### src/rtl/eth_rx_pkg.sv
// Shared types and constants for the GMII receive dispatcher.
package eth_rx_pkg;

  typedef enum logic [2:0] {
    ST_SYNC,
    ST_IDLE,
    ST_PREAMBLE,
    ST_DST_MAC,
    ST_SRC_MAC,
    ST_ETH_TYPE,
    ST_PAYLOAD,
    ST_DROP
  } rx_state_e;

  typedef enum logic {
    ROUTE_ARP = 1'b0,
    ROUTE_IP  = 1'b1
  } rx_route_e;

  localparam logic [47:0] BOARD_MAC_DEFAULT = 48'h00_11_22_33_44_55;
  localparam logic [47:0] MAC_BCAST         = 48'hFF_FF_FF_FF_FF_FF;
  localparam logic [15:0] ETH_TYPE_ARP      = 16'h0806;
  localparam logic [15:0] ETH_TYPE_IPV4     = 16'h0800;
  localparam logic [7:0]  PREAMBLE_BYTE     = 8'h55;
  localparam logic [7:0]  SFD_BYTE          = 8'hD5;
  localparam int          PREAMBLE_MAX      = 7;
  localparam int          STRIP_DEPTH       = 5;

  function automatic logic mac_accept(input logic [47:0] dst, input logic [47:0] local_mac);
    return (dst == local_mac) || (dst == MAC_BCAST);
  endfunction

endpackage

### src/rtl/eth_rx_fcs_strip.sv
// Five-deep byte delay line: holds back the trailing FCS so the final
// payload byte can be tagged last when the frame ends.
module eth_rx_fcs_strip
  import eth_rx_pkg::*;
(
  input  logic       clk,
  input  logic       rst_n,
  input  logic       push,
  input  logic       flush,
  input  logic [7:0] in_data,
  output logic       full,
  output logic       out_valid,
  output logic       out_last,
  output logic [7:0] out_data
);

  logic [7:0] pipe_q [STRIP_DEPTH];
  logic [7:0] pipe_d [STRIP_DEPTH];
  logic [2:0] fill_q, fill_d;

  assign full      = (fill_q == 3'(STRIP_DEPTH));
  assign out_valid = (push | flush) & full;
  assign out_last  = flush & full;
  assign out_data  = pipe_q[STRIP_DEPTH-1];

  always_comb begin
    pipe_d = pipe_q;
    fill_d = fill_q;
    if (flush) begin
      fill_d = '0;
    end else if (push) begin
      pipe_d[0] = in_data;
      for (int i = 1; i < STRIP_DEPTH; i++) begin
        pipe_d[i] = pipe_q[i-1];
      end
      if (!full) fill_d = fill_q + 3'd1;
    end
  end

  always_ff @(posedge clk or negedge rst_n) begin
    if (!rst_n) begin
      fill_q <= '0;
      for (int i = 0; i < STRIP_DEPTH; i++) begin
        pipe_q[i] <= '0;
      end
    end else begin
      fill_q <= fill_d;
      pipe_q <= pipe_d;
    end
  end

endmodule

### src/rtl/eth_rx_dispatch.sv
// GMII receive front end: checks preamble/SFD, filters destination MAC,
// decodes EtherType and steers the FCS-stripped payload to ARP or IPv4.
//
// state     | meaning
// ----------+---------------------------------------------------------
// SYNC      | after reset, wait for dv=0 so a partial frame is ignored
// IDLE      | inter-frame gap, waiting for the first preamble byte
// PREAMBLE  | counting 0x55 bytes until the SFD
// DST_MAC   | shifting in destination MAC, filter on the sixth byte
// SRC_MAC   | shifting source MAC into the shadow register
// ETH_TYPE  | two EtherType bytes, selects route
// PAYLOAD   | streaming through the strip pipe to the routed port
// DROP      | rejected frame, wait for dv=0
module eth_rx_dispatch
  import eth_rx_pkg::*;
#(
  parameter logic [47:0] BOARD_MAC = BOARD_MAC_DEFAULT
) (
  input  logic        clk,
  input  logic        rst_n,
  input  logic        gmii_rx_dv,
  input  logic [7:0]  gmii_rxd,
  output logic        arp_rx_valid,
  output logic [7:0]  arp_rx_data,
  output logic        arp_rx_last,
  output logic        ip_rx_valid,
  output logic [7:0]  ip_rx_data,
  output logic        ip_rx_last,
  output logic [47:0] src_mac,
  output logic [15:0] rx_drop_cnt
);

  rx_state_e   state_q, state_d;
  rx_route_e   route_q, route_d;
  logic [2:0]  cnt_q, cnt_d;
  logic [39:0] dst_sh_q, dst_sh_d;
  logic [47:0] src_sh_q, src_sh_d;
  logic [7:0]  type_hi_q, type_hi_d;
  logic        first_q, first_d;
  logic [15:0] drop_cnt_q, drop_cnt_d;
  logic [47:0] src_mac_q, src_mac_d;
  logic        arp_valid_q, arp_valid_d, arp_last_q, arp_last_d;
  logic [7:0]  arp_data_q, arp_data_d;
  logic        ip_valid_q, ip_valid_d, ip_last_q, ip_last_d;
  logic [7:0]  ip_data_q, ip_data_d;

  logic        drop_inc, push, flush;
  logic        strip_full, strip_valid, strip_last;
  logic [7:0]  strip_data;
  logic        emit_arp, emit_ip;

  eth_rx_fcs_strip u_strip (
    .clk       (clk),
    .rst_n     (rst_n),
    .push      (push),
    .flush     (flush),
    .in_data   (gmii_rxd),
    .full      (strip_full),
    .out_valid (strip_valid),
    .out_last  (strip_last),
    .out_data  (strip_data)
  );

  always_comb begin
    state_d   = state_q;
    route_d   = route_q;
    cnt_d     = cnt_q;
    dst_sh_d  = dst_sh_q;
    src_sh_d  = src_sh_q;
    type_hi_d = type_hi_q;
    first_d   = first_q;
    drop_inc  = 1'b0;
    push      = 1'b0;
    flush     = 1'b0;

    // cnt_q is a down-counter of bytes remaining in the current field.
    case (state_q)
      ST_SYNC: begin
        if (!gmii_rx_dv) state_d = ST_IDLE;
      end
      ST_IDLE: begin
        if (gmii_rx_dv) begin
          if (gmii_rxd == PREAMBLE_BYTE) begin
            state_d = ST_PREAMBLE;
            cnt_d   = 3'(PREAMBLE_MAX - 1);
          end else begin
            state_d  = ST_DROP;
            drop_inc = 1'b1;
          end
        end
      end
      ST_PREAMBLE: begin
        if (!gmii_rx_dv) begin
          state_d  = ST_IDLE;
          drop_inc = 1'b1;
        end else if (gmii_rxd == PREAMBLE_BYTE && cnt_q != 3'd0) begin
          cnt_d = cnt_q - 3'd1;
        end else if (gmii_rxd == SFD_BYTE) begin
          state_d = ST_DST_MAC;
          cnt_d   = 3'd5;
        end else begin
          state_d  = ST_DROP;
          drop_inc = 1'b1;
        end
      end
      ST_DST_MAC: begin
        if (!gmii_rx_dv) begin
          state_d  = ST_IDLE;
          drop_inc = 1'b1;
        end else begin
          dst_sh_d = {dst_sh_q[31:0], gmii_rxd};
          if (cnt_q != 3'd0) begin
            cnt_d = cnt_q - 3'd1;
          end else if (mac_accept({dst_sh_q, gmii_rxd}, BOARD_MAC)) begin
            state_d = ST_SRC_MAC;
            cnt_d   = 3'd5;
          end else begin
            state_d  = ST_DROP;
            drop_inc = 1'b1;
          end
        end
      end
      ST_SRC_MAC: begin
        if (!gmii_rx_dv) begin
          state_d  = ST_IDLE;
          drop_inc = 1'b1;
        end else begin
          src_sh_d = {src_sh_q[39:0], gmii_rxd};
          if (cnt_q != 3'd0) begin
            cnt_d = cnt_q - 3'd1;
          end else begin
            state_d = ST_ETH_TYPE;
            cnt_d   = 3'd1;
          end
        end
      end
      ST_ETH_TYPE: begin
        if (!gmii_rx_dv) begin
          state_d  = ST_IDLE;
          drop_inc = 1'b1;
        end else if (cnt_q != 3'd0) begin
          type_hi_d = gmii_rxd;
          cnt_d     = cnt_q - 3'd1;
        end else if ({type_hi_q, gmii_rxd} == ETH_TYPE_ARP) begin
          state_d = ST_PAYLOAD;
          route_d = ROUTE_ARP;
          first_d = 1'b1;
        end else if ({type_hi_q, gmii_rxd} == ETH_TYPE_IPV4) begin
          state_d = ST_PAYLOAD;
          route_d = ROUTE_IP;
          first_d = 1'b1;
        end else begin
          state_d  = ST_DROP;
          drop_inc = 1'b1;
        end
      end
      ST_PAYLOAD: begin
        if (gmii_rx_dv) begin
          push = 1'b1;
        end else begin
          // A frame too short to fill the pipe carried no payload at all.
          flush   = 1'b1;
          state_d = ST_IDLE;
          if (!strip_full) drop_inc = 1'b1;
        end
      end
      ST_DROP: begin
        if (!gmii_rx_dv) state_d = ST_IDLE;
      end
      default: state_d = ST_SYNC;
    endcase

    emit_arp    = strip_valid && (route_q == ROUTE_ARP);
    emit_ip     = strip_valid && (route_q == ROUTE_IP);
    arp_valid_d = emit_arp;
    arp_last_d  = emit_arp && strip_last;
    arp_data_d  = emit_arp ? strip_data : 8'h00;
    ip_valid_d  = emit_ip;
    ip_last_d   = emit_ip && strip_last;
    ip_data_d   = emit_ip ? strip_data : 8'h00;

    src_mac_d = src_mac_q;
    if (strip_valid && first_q) begin
      src_mac_d = src_sh_q;
      first_d   = 1'b0;
    end
    drop_cnt_d = drop_cnt_q + 16'(drop_inc);
  end

  always_ff @(posedge clk or negedge rst_n) begin
    if (!rst_n) begin
      state_q     <= ST_SYNC;
      route_q     <= ROUTE_ARP;
      cnt_q       <= '0;
      dst_sh_q    <= '0;
      src_sh_q    <= '0;
      type_hi_q   <= '0;
      first_q     <= 1'b0;
      drop_cnt_q  <= '0;
      src_mac_q   <= '0;
      arp_valid_q <= 1'b0;
      arp_last_q  <= 1'b0;
      arp_data_q  <= '0;
      ip_valid_q  <= 1'b0;
      ip_last_q   <= 1'b0;
      ip_data_q   <= '0;
    end else begin
      state_q     <= state_d;
      route_q     <= route_d;
      cnt_q       <= cnt_d;
      dst_sh_q    <= dst_sh_d;
      src_sh_q    <= src_sh_d;
      type_hi_q   <= type_hi_d;
      first_q     <= first_d;
      drop_cnt_q  <= drop_cnt_d;
      src_mac_q   <= src_mac_d;
      arp_valid_q <= arp_valid_d;
      arp_last_q  <= arp_last_d;
      arp_data_q  <= arp_data_d;
      ip_valid_q  <= ip_valid_d;
      ip_last_q   <= ip_last_d;
      ip_data_q   <= ip_data_d;
    end
  end

  assign arp_rx_valid = arp_valid_q;
  assign arp_rx_data  = arp_data_q;
  assign arp_rx_last  = arp_last_q;
  assign ip_rx_valid  = ip_valid_q;
  assign ip_rx_data   = ip_data_q;
  assign ip_rx_last   = ip_last_q;
  assign src_mac      = src_mac_q;
  assign rx_drop_cnt  = drop_cnt_q;

endmodule

### config.mk
export PLATFORM = sky130hd
export DESIGN_NAME = eth_rx_dispatch
export DESIGN_NICKNAME = d
export VERILOG_FILES = /design/src/rtl/eth_rx_pkg.sv /design/src/rtl/eth_rx_fcs_strip.sv /design/src/rtl/eth_rx_dispatch.sv
export SDC_FILE = /design/constraint.sdc
export NUM_CORES = 1
export LEC_CHECK = 0
export BUFFER_PORTS_ARGS = -buffer_cell sky130_fd_sc_hd__buf_2
export CORE_ASPECT_RATIO = 0.75
export CORE_MARGIN = 2
export CORE_UTILIZATION = 35
export DETAILED_ROUTE_END_ITERATION = 8
export PLACE_DENSITY = 0.54
export SYNTH_ARGS = -nofsm -noshare
export SYNTH_HDL_FRONTEND = slang
export SYNTH_SLANG_ARGS = --single-unit
### constraint.sdc
create_clock -name clk -period 3.6 [get_ports clk]
set_input_delay 0.72 -clock clk [delete_from_list [all_inputs] [get_ports clk]]
set_output_delay 0.72 -clock clk [all_outputs]
set_load 0.1 [all_outputs]
Word level (Yosys, flattened, before mapping)
Index checks and enable logic that the tools add are counted.

Add/sub/neg operators: 3. Multipliers: 0. Divide/modulo/power cells: 0. Order comparisons: 0. Equal/unequal tests: 30. Shift operators: 0. Multiplexer cells: 60. Bitwise gates (word level): 6. Reductions and logical operators: 25.

Operator list (count): two-way mux 3 bit (27); == test 48 x 37 -> 1 bit (second input constant) (1); == test 48 bit (second input constant) (1); == test 16 x 12 -> 1 bit (second input constant) (2); two-way mux 1 bit (27); != test 3 bit (second input constant) (6); one-hot mux 3 bit (6 select lines) (1); adder 16 x 1 -> 16 bit (1); two-way mux 8 bit (2); != test 2 bit (second input constant) (8); == test 3 bit (second input constant) (5); one-hot mux 3 bit (5 select lines) (1); AND reduction 10 bit (1); == test 8 x 7 -> 1 bit (second input constant) (1); == test 8 bit (second input constant) (1); AND reduction 2 bit (4); AND reduction 4 bit (2); nonzero test 2 bit (4); == test 3 x 2 -> 1 bit (second input constant) (2); logical AND 1 bit (6); one-hot mux 1 bit (6 select lines) (1); AND reduction 6 bit (1); nonzero test 3 bit (2); nonzero test 5 bit (1); other kinds (12) (16).

Register bits after elaboration: 231. Bits in latches: 0. Bits in writable memories: 0. Bits in read-only memories: 0. Output and inout port bits: 84. Word-level logic and storage cells: 145. Memories: 0.

Depth between registers and ports, before layout
Word-level depth: 7. Mapped depth: 14.

By module
A second synthesis with hierarchy kept.

Cells, all modules: 677. Area, all modules: 9524.1 sq um.

Modules (own cells, without submodules): eth_rx_dispatch (instances 1, cells an instance 565, area an instance 7751.2 sq um, seq. area each 4704.5 sq um); eth_rx_fcs_strip (instances 1, cells an instance 112, area an instance 1773.0 sq um, seq. area each 1076.0 sq um).

Worst setup path before layout
Ideal clock, no wire load.

Path type: input port to flip-flop. Start: input gmii_rxd[1]. End: register drop_cnt_q[14] (netlist: rx_drop_cnt[14]). Setup time: 158 ps. Arrival time: 2805 ps. Path slack: 637 ps. Stages on the path: 13. Path through: buf_4 -> nor4_4 -> nand2b_1 -> or4b_4 -> nand3_1 -> nand3_1 -> ha_1 -> ha_1 -> nand2_1 -> or2_2 -> nor2_1 -> nand4_1 -> xnor2_1.

Word-level cells in the longest chain between the ends: 7. Elaborated cells between the ends (all ways): 22. Those cells by class: add/sub (1); eq/ne (6); mux (13); reduce/logical (2).

Ends and longest elaborated chain: start, declared (line eth_rx_dispatch.sv:22) `input logic [7:0] gmii_rxd,`; == test 48 x 37 -> 1 bit, or another cell as far along (line eth_rx_pkg.sv:30) `return (dst == local_mac) || (dst == MAC_BCAST);`; logical OR 1 bit / two-way mux 1 bit (equally long branches) (line eth_rx_pkg.sv:30, eth_rx_dispatch.sv:148); two-way mux 1 bit, on equally long branches (line eth_rx_dispatch.sv:114, eth_rx_dispatch.sv:144); two-way mux 1 bit, on equally long branches (line eth_rx_dispatch.sv:112, eth_rx_dispatch.sv:141); two-way mux 1 bit, on equally long branches (line eth_rx_dispatch.sv:107, eth_rx_dispatch.sv:138); one-hot mux 1 bit (6 select lines) * (line eth_rx_dispatch.sv:77) `case (state_q)`; adder 16 x 1 -> 16 bit * (line eth_rx_dispatch.sv:187) `drop_cnt_d = drop_cnt_q + 16'(drop_inc);`; net drop_cnt_d[14] (line eth_rx_dispatch.sv:40) `logic [15:0] drop_cnt_q, drop_cnt_d;`; end signal, assigned (line eth_rx_dispatch.sv:215) `drop_cnt_q <= drop_cnt_d;`; end, declared (line eth_rx_dispatch.sv:40).

Mark *: on every way through the listed nets, which the timed path passes. The rest lies on a longest branch. A chain may end at the register's enable or synchronous reset.

Final worst setup path
Start: register cnt_q[0]. End: register drop_cnt_q[14] (netlist: rx_drop_cnt[14]).

Word-level cells in the longest chain between the ends: 6. Elaborated cells between the ends (all ways): 10. Those cells by class: add/sub (1); mux (7); reduce/logical (2).

Ends and longest elaborated chain: start, declared (line eth_rx_dispatch.sv:35) `logic [2:0] cnt_q, cnt_d;`; start signal, assigned (line eth_rx_dispatch.sv:210) `cnt_q <= cnt_d;`; nonzero test 3 bit * (line eth_rx_dispatch.sv:96, eth_rx_dispatch.sv:112, eth_rx_dispatch.sv:141); logical AND 1 bit (line eth_rx_dispatch.sv:96) `end else if (gmii_rxd == PREAMBLE_BYTE && cnt_q != 3'd0) begin`; two-way mux 1 bit (line eth_rx_dispatch.sv:96); two-way mux 1 bit (line eth_rx_dispatch.sv:93) `if (!gmii_rx_dv) begin`; one-hot mux 1 bit (6 select lines) * (line eth_rx_dispatch.sv:77); adder 16 x 1 -> 16 bit * (line eth_rx_dispatch.sv:187); net drop_cnt_d[14] (line eth_rx_dispatch.sv:40).

Marked as above.

==> results.toml <==
[synth]
syn_area_mm2 = 0.00928
synth_top_area_share = 0.623
synth_seq_cells = 231
synth_top_cell_by_area = "dfrtp_1"
ys_warn_count = 0
yosys-top-cells-area = "dfrtp_1 (62%), mux2_2 (22%), nand2_1 (1.1%)"
synth.avg_cell_area_um2 = 14.1
syn_inst = 659
async_flop_share = 1.00
synth_cell_types = 47
synth_edf_count = 0
ys_seq_area_frac = 0.623
yosys_most_used_dff = "dfrtp_1"
synth_nets = 676

[timing]
max-slew-margin-rel = 0.450
maxSlewViolCount = 0
setup_ws_ns = 0.489
tns_ns = 0
tightest_slew_ns = 0.821
fin_hold_ws_ns = 0.199
rsz0062_at_grt = "no"
timing.fmax_ghz = 0.321
finalSetupViolCount = 0
finalHoldViolations = 0
finalWorstPathRequiredPeriod_ns = 3.11
period_share = 0.864
fin_skew_ns = 0.0164

[clock_network]
htree_levels = 1
cts_resized = 0
cts.sinks = 231
cts_buffer_depth = 3
clock-root-buffer = "clkbuf_16"
clkTransAtPathRegs_ns = 0.06
clkLatencyLatePin_ns = 0.51
cts_hold_buffers = 0
tritoncts = "done"
cts_setup_buffers = 0
cts_buffers = 24

[detailed_routing]
num_vias = 5493
vias_per_cell = 4.90
postRouteAntennaNets = 0
drt_wl_total_um = 18800
drtIter0Drc = 192
wl_per_cell_um = 16.8
drc = 0
drt_first_pass_iters = 4

[setup_path]
ff2ff_path_depth = 14
critPathKind = "flip-flop to flip-flop"
critPathLaunchType = "flip-flop"
r2r-end = "rx_drop_cnt[14]$_DFF_PN0_"
crit_path_end = "rx_drop_cnt[14]$_DFF_PN0_"
cp_slowest_cell = "dfrtp_1"
crit_arrival_ns = 3.50
reg2reg_from = "cnt_q[0]$_DFFE_PN0P_"
crit_top_cell = "ha_1"
worst_setup_path_end_kind = "flip-flop"
crit_fanout = 6
cp_data_required_time_ns = 3.99
cp_cell_sequence = "inv_1, ha_1, nor2b_1, nand2_1, nor2_1, nand3_1, nand3_1, ha_1, ha_1, nand2_1, or2_2, nor2_1, nand4_1, xnor2_1"
max_stage_delay_ns = 0.40
r2r_slack_ns = 0.49
startpoint = "cnt_q[0]$_DFFE_PN0P_"

[finish]
n_antenna_cell = 0
area_growth_pct = 18.4
nets = 776
drive_above_1_share = 0.423
final_util = 0.422

[floorplan]
start_util = 0.356
dieWidth_um = 192
die_h_um = 145
core_area_mm2 = 0.0260
num_rows = 51
io-pin-count = 95
die_area_mm2 = 0.0278

[power_and_ir_drop]
power_density_mw_per_mm2 = 753
ir_worst_vdd_mv = 0.524
power_w = 0.00827
p_leak_nw = 5.49

[placement]
preCtsSetupSlack_ns = 0.339
gp_congestion = 0.865
io_buffers = 94
hpwl_um = 12700

[job]
max_cap_violations = 0

[min_path]
min_path_type = "input pin to async pin"

[global_route]
grt.total_usage = 0.136
antenna_found_initial = 0
grt_overflow = 0
grt_pass1_vias = 5777
grt_max_degree = 83
grt_pass1_wl_um = 30900

[outcome]
status = "finished clean"
[cells in the mapped netlist (2+ instances only)]
cell      instances
nand3_1          11
xnor2_1           9
and3_1           11
nor3_1            8
nor4_1           11
a21oi_1          10
buf_2            11
dfrtp_1         231
ha_1              6
nor2_1           19
clkbuf_1         18
a211oi_1          3
inv_1            10
nand4_1          16
o32ai_1           2
o211ai_1          4
xor2_1            6
o31ai_1           2
o21ai_0          16
a31oi_1           3
nand2_1          28
nand2b_1          4
mux2_2          180
or3_1             2
and2_1           11
nor2b_1           5
o41ai_1           2
[where the power goes]
group | internal, W | leakage (nW) | switching, W
Sequential | 0.00320 | 3.08 | 0.000506
Combinational | 0.000722 | 2.00 | 0.00130
Clock | 0.00157 | 0.403 | 0.000979
[sequential cells by signal, indices dropped and copies added, names as in the netlist]
register and count:
arp_rx_data 8, arp_rx_last 1, arp_rx_valid 1, cnt_q 3, dst_sh_q 40, first_q 1, ip_rx_data 8, ip_rx_last 1
ip_rx_valid 1, route_q 1, rx_drop_cnt 16, src_mac 48, src_sh_q 48, state_q 3, type_hi_q 8, u_strip.fill_q 3
u_strip.out_data 8, u_strip.pipe_q 32
[critical path: cells and delay by family (launching register included)]
kind,cells,cell delay [ns]
flops,1,0.40
xor+xnor,1,0.16
buf+inv,1,0.10
simple gates,9,1.63
fa+ha+maj,3,0.70
[cell families (layout without fill, tap and decap cells)]
family                   count (synthesis)  count (layout)  share of synthesized area
AND/OR/NAND/NOR                        136             136                     0.0824
multiplexers                           181             181                      0.220
adder cells (fa/ha/maj)                  6               6                    0.00809
buffers and inverters                   40             157                     0.0181
XOR/XNOR                                15              15                     0.0142
flip-flops                             231             231                      0.623
AO/OA/AOI/OAI                           50              50                     0.0345
[routing by layer]
metal / wire (um) / up-vias / global-route usage / share of wire
li1: - / 2564 / - / -
met2: 8480 / 116 / 0.216 / 0.45
met5: 0 / - / 0 / 0
met4: 427 / 0 / 0.0351 / 0.023
met3: 945 / 29 / 0.0249 / 0.050
met1: 8930 / 2784 / 0.193 / 0.48
[layout make-up]
type | count | area, um^2
clock buffer | 36 | 707
timing repair buffer | 104 | 581
tap | 344 | 430
multi-input combinational | 388 | 3340
fill | 2397 | 15000
clock inverter | 7 | 114
inverter | 10 | 37.5
sequential | 231 | 5780
[through the flow]
step / area (um^2) / std cells
after CTS: 11000 / 1120
after global placement: 10200 / 1077
final: 11000 / 1120
after detailed placement: 10200 / 1077
after global routing: 11000 / 1120
after floorplan: 9280 / 659
[worst min-delay path by stage]
stage	slack, ns	from	end
finish	0.20	rst_n	dst_sh_q[0]$_DFFE_PN0P_
global route	0.24	rst_n	dst_sh_q[0]$_DFFE_PN0P_
CTS	0.23	rst_n	dst_sh_q[6]$_DFFE_PN0P_
detailed placement	0.47	u_strip.pipe_q[34]$_DFFE_PN0P_	u_strip.pipe_q[34]$_DFFE_PN0P_
global placement	0.46	rx_drop_cnt[15]$_DFF_PN0_	rx_drop_cnt[15]$_DFF_PN0_
floorplan	0.42	rst_n	arp_rx_data[0]$_DFF_PN0_
[cells in the final DEF (no fill, tap or decap), types with 3 or more instances in the layout]
master       n
clkbuf_16   25
nor2_1      19
nor2b_1      5
clkinv_2     3
nand3_1     11
mux2_2     180
clkbuf_8     4
nand4_1     16
clkbuf_1     7
a211oi_1     3
ha_1         6
nor4_1      11
nand2_1     27
and2_1      11
a31oi_1      3
buf_4        8
xnor2_1      9
nor3_1       7
bufinv_16    3
and3_1      11
xor2_1       6
inv_1       10
o211ai_1     4
o21ai_0     16
a21oi_1     10
buf_2       93
nand2b_1     4
dfrtp_1    231
Power figures use the tool's default switching activity.
